`src/rtl/fetch_unit.sv`:
```
// Instruction-fetch stage: owns the PC, drives the imem req/ready handshake, and feeds IF/ID.
// Optional FETCH_PERF_EN adds perf_fetched / perf_bubbles counters.
module fetch_unit #(
   parameter logic [31:0] RESET_PC = 32'h0000_0000,
   parameter logic [31:0] NOP_INST = 32'h0000_0000
) (
   input  logic        Clk,
   input  logic        Clrn,
   output logic        imem_req,
   output logic [31:0] imem_addr,
   input  logic        imem_ready,
   input  logic [31:0] imem_rdata,
   input  logic        stall,
   input  logic        redirect,
   input  logic [31:0] redirect_pc,
   output logic [31:0] pc4,
   output logic [31:0] inst,
   output logic        ifid_en
`ifdef FETCH_PERF_EN
   ,
   output logic [31:0] perf_fetched,
   output logic [31:0] perf_bubbles
`endif
);

   localparam int unsigned XLEN = 32;

   typedef enum logic [1:0] {
      S_REQ  = 2'd0,
      S_HOLD = 2'd1,
      S_DROP = 2'd2
   } state_t;

   state_t            state;
   logic [XLEN-1:0]   pc;
   logic [XLEN-1:0]   hold_inst;
   logic [XLEN-1:0]   hold_pc4;
   logic [XLEN-1:0]   pc_plus4;
   logic [XLEN-1:0]   target;

   assign pc_plus4 = pc + XLEN'(4);
   assign target   = redirect_pc & ~XLEN'(3);

   // State, PC and hold buffer; imem_addr doubles as the stale-address register while in DROP
   always_ff @(posedge Clk or negedge Clrn) begin
      if (!Clrn) begin
         state     <= S_REQ;
         pc        <= RESET_PC;
         hold_inst <= '0;
         hold_pc4  <= '0;
         imem_req  <= 1'b1;
         imem_addr <= RESET_PC;
      end else if (redirect) begin
         pc       <= target;
         imem_req <= 1'b1;
         if ((state == S_HOLD) || imem_ready) begin
            state     <= S_REQ;
            imem_addr <= target;
         end else begin
            state <= S_DROP;
         end
      end else begin
         case (state)
            S_REQ: begin
               if (imem_ready) begin
                  pc        <= pc_plus4;
                  imem_addr <= pc_plus4;
                  if (stall) begin
                     hold_inst <= imem_rdata;
                     hold_pc4  <= pc_plus4;
                     imem_req  <= 1'b0;
                     state     <= S_HOLD;
                  end
               end
            end
            S_HOLD: begin
               if (!stall) begin
                  imem_req <= 1'b1;
                  state    <= S_REQ;
               end
            end
            default: begin
               if (imem_ready) begin
                  imem_addr <= pc;
                  state     <= S_REQ;
               end
            end
         endcase
      end
   end

   // IF/ID inputs are combinational so delivery lands in the same cycle as imem_ready
   always_comb begin
      ifid_en = 1'b0;
      inst    = hold_inst;
      pc4     = hold_pc4;
      if (redirect) begin
         ifid_en = 1'b1;
         inst    = NOP_INST;
         pc4     = '0;
      end else begin
         case (state)
            S_REQ: begin
               inst    = imem_rdata;
               pc4     = pc_plus4;
               ifid_en = imem_ready & ~stall;
            end
            S_HOLD:  ifid_en = ~stall;
            default: ifid_en = 1'b0;
         endcase
      end
   end

`ifdef FETCH_PERF_EN
   // Flush NOPs count as bubbles, not fetches
   always_ff @(posedge Clk or negedge Clrn) begin
      if (!Clrn) begin
         perf_fetched <= '0;
         perf_bubbles <= '0;
      end else if (ifid_en && !redirect) begin
         perf_fetched <= perf_fetched + XLEN'(1);
      end else begin
         perf_bubbles <= perf_bubbles + XLEN'(1);
      end
   end
`endif

endmodule

```
`config.mk`:
```
export PLATFORM = sky130hd
export DESIGN_NAME = fetch_unit
export DESIGN_NICKNAME = d
export VERILOG_FILES = /design/src/rtl/fetch_unit.sv
export SDC_FILE = /design/constraint.sdc
export NUM_CORES = 1
export LEC_CHECK = 0
export ABC_AREA = 1
export CAP_MARGIN = 20
export CORE_MARGIN = 2
export CORE_UTILIZATION = 64
export DETAILED_ROUTE_END_ITERATION = 7
export DONT_BUFFER_PORTS = 1
export GPL_TIMING_DRIVEN = 0
export PLACE_DENSITY = 0.8
export SLEW_MARGIN = 25
export SYNTH_ARGS = -nofsm -noshare
export SYNTH_HDL_FRONTEND = slang
export SYNTH_SLANG_ARGS = --single-unit
```
`constraint.sdc`:
```
create_clock -name Clk -period 2.35 [get_ports Clk]
set_input_delay 0.47 -clock Clk [delete_from_list [all_inputs] [get_ports Clk]]
set_output_delay 0.47 -clock Clk [all_outputs]
set_load 0.05 [all_outputs]
```
==> results of run 1 <==
## metal layers
metal | GRT usage [%] | GRT overflow
met1 | 80.4 | 0
met2 | 93.5 | 2
met3 | 59.9 | 0
met4 | 75.4 | 2
met5 | 12.4 | 0
## logic make-up after synthesis
family | share of synthesized area (%)
xor gates and xnor gates | 1.61
other | 0.0543
AOI/OAI and AO/OA | 16.0
and+or+nand+nor | 28.0
DFF | 45.7
adders and majority gates | 0.181
buffers and inverters | 8.50
## repair_timing
item | 4_1_cts
resized for setup | 243
gates cloned | 5
hold endpoints to repair | 126
endpoints found under the setup margin | 63
pin swaps | 47
buffers inserted | 31
## stage by stage
| stage | hold slack [ps] | cell area [µm²] |
|---|---|---|
| after floorplan | 174 | 6910 |
| after global placement | 177 | 7080 |
| after detailed placement | 177 | 7080 |
| after CTS | -382 | 9120 |
==> impl_metrics.ini, run 1 <==
[placement]
placement_stage_worst_setup_slack_ps = -390
numPortBuffers = 0
placed_cells_incl_taps = 1089
routability_congestion = 0.901
dp_hpwl_um = 14000

[sta]
grt_repair_worst_endpoint = pc4[20]
type_of_the_worst_endpoint_after_the_last_repair = top-level output

[logic_synthesis]
post-synth-top-area-cell = sky130_fd_sc_hd__dfrtp_1
netlist_instances = 952
postSynth.asyncResetShare_pct = 100
yosys.cell_types.count = 34
yosysSeqAreaShare_pct = 45.7
yosysWarningCount = 0
synthesis.area_mm2 = 0.00690
synth.top_cells.by_area = sky130_fd_sc_hd__dfrtp_1 45%, sky130_fd_sc_hd__nand2_1 17%, sky130_fd_sc_hd__o21ai_0 6.8%
postSynth.topFlopCell = sky130_fd_sc_hd__dfrtp_1
yosysTopAreaCellShare_pct = 45.3
per_instance_average_area_after_synthesis_um2 = 7.25
post-synth-top-count-cell = sky130_fd_sc_hd__nand2_1
ys_ff_latch = 126
synth_commonest_cells = 307 x sky130_fd_sc_hd__nand2_1, 125 x sky130_fd_sc_hd__dfrtp_1, 110 x sky130_fd_sc_hd__nor2_1, 96 x sky130_fd_sc_hd__inv_1, 94 x sky130_fd_sc_hd__o21ai_0
synth_edf_count = 0

[floorplanning]
initial_utilization_pct = 66.2
design.portCount = 167
num_rows = 37
die_y_um = 108
chipWidth_um = 108

[cts]
cts_max_path_buffers = 2
num_cts_buffers = 17
h-tree-depth = 4
clock_sinks = 126
cts_root_buf = sky130_fd_sc_hd__clkbuf_8

[run_status]
stop_stage = global routing (5_1_grt)
run_status = stopped before the end
stop_error = [ERROR GRT-0232] Routing congestion too high. Check the congestion heatmap in the GUI.

[grt]
grt.overflow.total = 4
grt_resource_usage_total_pct = 77.2
largest_net_degree_at_the_start_of_global_routing = 127
==> inputs of run 2 (changes only) <==
--- a/config.mk
+++ b/config.mk
@@ -8,11 +8,11 @@
 export ABC_AREA = 1
 export CAP_MARGIN = 20
 export CORE_MARGIN = 2
-export CORE_UTILIZATION = 64
+export CORE_UTILIZATION = 40
 export DETAILED_ROUTE_END_ITERATION = 7
 export DONT_BUFFER_PORTS = 1
 export GPL_TIMING_DRIVEN = 0
-export PLACE_DENSITY = 0.8
+export PLACE_DENSITY_LB_ADDON = 0.15
 export SLEW_MARGIN = 25
 export SYNTH_ARGS = -nofsm -noshare
 export SYNTH_HDL_FRONTEND = slang
==> impl_metrics.ini, run 2 <==
[layout]
multi_input_area_mm2 = 0.00416
layout-drive-gt1-share_pct = 27.7
largest_register = hold_inst
layout_common_cells = 251 x sky130_fd_sc_hd__nand2_1, 111 x sky130_fd_sc_hd__dfrtp_1, 102 x sky130_fd_sc_hd__nor2_1, 94 x sky130_fd_sc_hd__inv_1, 52 x sky130_fd_sc_hd__buf_4
final.fill_count = 1618
most_frequent_standard_cell_in_the_layout_excluding_fill_and_tap_cells = sky130_fd_sc_hd__nand2_1
area_growth_pct = 36.8
layout.area.seq_mm2 = 0.00317
diodes = 0
design_area_mm2 = 0.00944
postLayoutCoreUtil_pct = 55.3
net_count_of_the_finished_layout = 1099
largest_register_ffs = 32
largest_registers = hold_inst: 32 flops, imem_addr: 31 flops

[logic_synthesis]
post-synth-top-count-cell = sky130_fd_sc_hd__nand2_1
synth.top_cells.by_area = sky130_fd_sc_hd__dfrtp_1 45%, sky130_fd_sc_hd__nand2_1 17%, sky130_fd_sc_hd__o21ai_0 6.8%
postSynth.topFlopCell = sky130_fd_sc_hd__dfrtp_1
ys_ff_latch = 126
post-synth-top-area-cell = sky130_fd_sc_hd__dfrtp_1
synthesis.area_mm2 = 0.00690
yosys.cell_types.count = 34
yosysTopAreaCellShare_pct = 45.3
yosysWarningCount = 0
per_instance_average_area_after_synthesis_um2 = 7.25
synth_commonest_cells = 307 x sky130_fd_sc_hd__nand2_1, 125 x sky130_fd_sc_hd__dfrtp_1, 110 x sky130_fd_sc_hd__nor2_1, 96 x sky130_fd_sc_hd__inv_1, 94 x sky130_fd_sc_hd__o21ai_0
synth_edf_count = 0
yosysSeqAreaShare_pct = 45.7
postSynth.asyncResetShare_pct = 100
netlist_instances = 952

[routing]
detail_route.drc_violations = 0
drt_wl_total_um = 22500
routedWlPerCell_um = 17.7
final_antenna_net_count = 0
drt_iter0_markers = 361
drt_pass1_iterations = 5
avgViaCountPerCell = 5.21
dr_total_vias = 6598

[placement]
numPortBuffers = 0
dpl_cell_area_mm2 = 0.00720
routability_congestion = 0.905
dp_hpwl_um = 14900

[run_status]
run_status = finished, violations left
violated_checks = negative hold slack, negative setup slack

[cts]
clk-insertion-delay-late_ps = 430
h-tree-depth = 4
clock_tree_from_tritoncts = yes
num_cts_buffers = 17
worst_setup_hold_path_clk_slew_ps = 60
cts_root_buf = sky130_fd_sc_hd__clkbuf_16
clock_sinks = 126
cts_max_path_buffers = 2

[worst_setup_path]
critical_path_buffers_and_inverters = 0
critical-path-max-stage-delay_ps = 400
worstRegToRegCells = 8
cp_data_arrival_time_ps = 2090
worstSetupEndpointType = output port
timing.critical_path.max_delay_family = simple AND/OR/NAND/NOR gates
worstPathCellList = ha_2 -> nand2_2 -> nor2_4 -> nand2_4 -> nor2_4 -> xor2_2 -> nand2_2 -> nand2_8
worst_path_max_delay_cell = sky130_fd_sc_hd__dfrtp_1
setup.worst_path.class = reg2out
worst_r2r_endpoint = hold_pc4[16]
regToRegSetupSlack_ps = 250
path_max_fanout = 5
worst_ep_required_time_ps = 1880
crit_path_start_kind = register
r2r-start = state[1]

[grt]
groute.layer.met2.usage_pct = 41.2
grt_resource_usage_total_pct = 25.0
grt.overflow.total = 0
gr-usage-met1_pct = 30.4
grt_most_used_layer = met2
initial_antenna_violation_count = 0
grtUsageMet3_pct = 7.71
first_global_vias = 6648
first_pass_grt_wire_length_um = 35100
largest_net_degree_at_the_start_of_global_routing = 127

[sta]
post-route-period-util_pct = 109
finalSetupViolCount = 26
worstMarginPinSlew_ps = 695
timing.max_slew.rel_slack_pct = 53.7
fin_ws_ps = -211
max_freq_mhz = 391
worst_hold_margin_ps = -262
timing_hold_violations_final = 126
fin_worst_skew_ps = 11.1
slew_violations = 0
rsz0062_at_grt = yes
minimum_clock_period_ps = 2560

[floorplanning]
initial_utilization_pct = 40.5
num_rows = 48
die_y_um = 135
design.portCount = 167
core_area_mm2 = 0.0171
die_area_mm2 = 0.0183
chipWidth_um = 135

[flow_run]
timing.max_cap.violations = 0

[power_and_ir_drop]
power_density_mw_per_mm2 = 1000
power.static_leakage_nw = 4.36
power.ir.vdd_worst_v = 0.000590

[hold_path]
hold_path_class = in2async
-- run 2: cell counts after synthesis --
Identical to the previous run, type by type.
-- run 2: logic make-up (layout without fill, tap and decap cells) --
group                    after synthesis  in the layout  share of synthesized area (%)
buffers and inverters                148            237                           8.50
AND/OR/NAND/NOR                      466            466                           28.0
AO/OA/AOI/OAI                        199            199                           16.0
adder cells (fa/ha/maj)                1              1                          0.181
XOR/XNOR                              11             11                           1.61
flip-flops                           126            126                           45.7
other                                  1              2                         0.0543
-- run 2: cell type report --
cell class,count,share of cell area [%]
plain buffers,48,3.59
clock buffers,20,4.95
clock inverters,12,1.42
inverters,100,4.06
multi-input cells,679,44.1
flip-flops and latches,126,33.6
well taps,225,2.98
repair buffers,57,5.32
-- run 2: repair_timing --
action,CTS,global route
setup endpoints to repair,63,62
pin swaps,51,49
gates cloned,4,0
setup buffers,37,17
endpoints found under the hold margin,126,126
resized for setup,222,42
-- run 2: worst max path at each step --
stage,startpoint,to,slack [ps],depth (start not counted)
finish,pc[3],pc4[12],-210,8
global route,pc[3],pc4[12],-300,8
CTS,pc[3],pc4[12],-230,8
detailed placement,redirect,pc4[28],-460,5
global placement,redirect,pc4[28],-820,5
floorplan,redirect,pc4[19],-350,5
-- run 2: metrics by stage --
| stage | TNS, ps | cells | total power, mW | hold WS [ps] | setup slack, ps |
|---|---|---|---|---|---|
| 2_1_floorplan | -4440 | 953 | 5.41 | 174 | -353 |
| 3_3_place_gp | -19660 | 1178 | 5.85 | 182 | -822 |
| 3_5_place_dp | -14180 | 1178 | 5.90 | 180 | -465 |
| 4_1_cts | -3080 | 1251 | 9.32 | -278 | -234 |
| 5_1_grt | -5540 | 1267 | 9.93 | -278 | -297 |
| 6_report | -2860 | 1267 | 9.47 | -262 | -211 |
-- run 2: worst reg2reg max path: stages, from the launching register on --
cell and delay [ps]:
sky130_fd_sc_hd__dfrtp_2 440, sky130_fd_sc_hd__nor2_4 210, sky130_fd_sc_hd__nand2_8 90, sky130_fd_sc_hd__bufbuf_16 290, sky130_fd_sc_hd__nor2_4 230, sky130_fd_sc_hd__inv_2 170
sky130_fd_sc_hd__clkbuf_1 320, sky130_fd_sc_hd__nand2_1 140, sky130_fd_sc_hd__o21ai_1 70
-- run 2: per-layer routing --
metal  up-vias  part of all wire, %
met5         -                    0
met1      3165                   42
met3        43                  6.6
li1       3178                    -
met2       212                   49
met4         0                  3.0
-- run 2: where the power goes --
group	total, mW	leakage, nW	internal [mW]	switching, mW
Clock	2.71	0.293	1.65	1.05
Sequential	3.58	1.49	2.74	0.842
Combinational	3.17	2.57	1.01	2.17
Note: power is estimated with default switching activity, not from simulation.
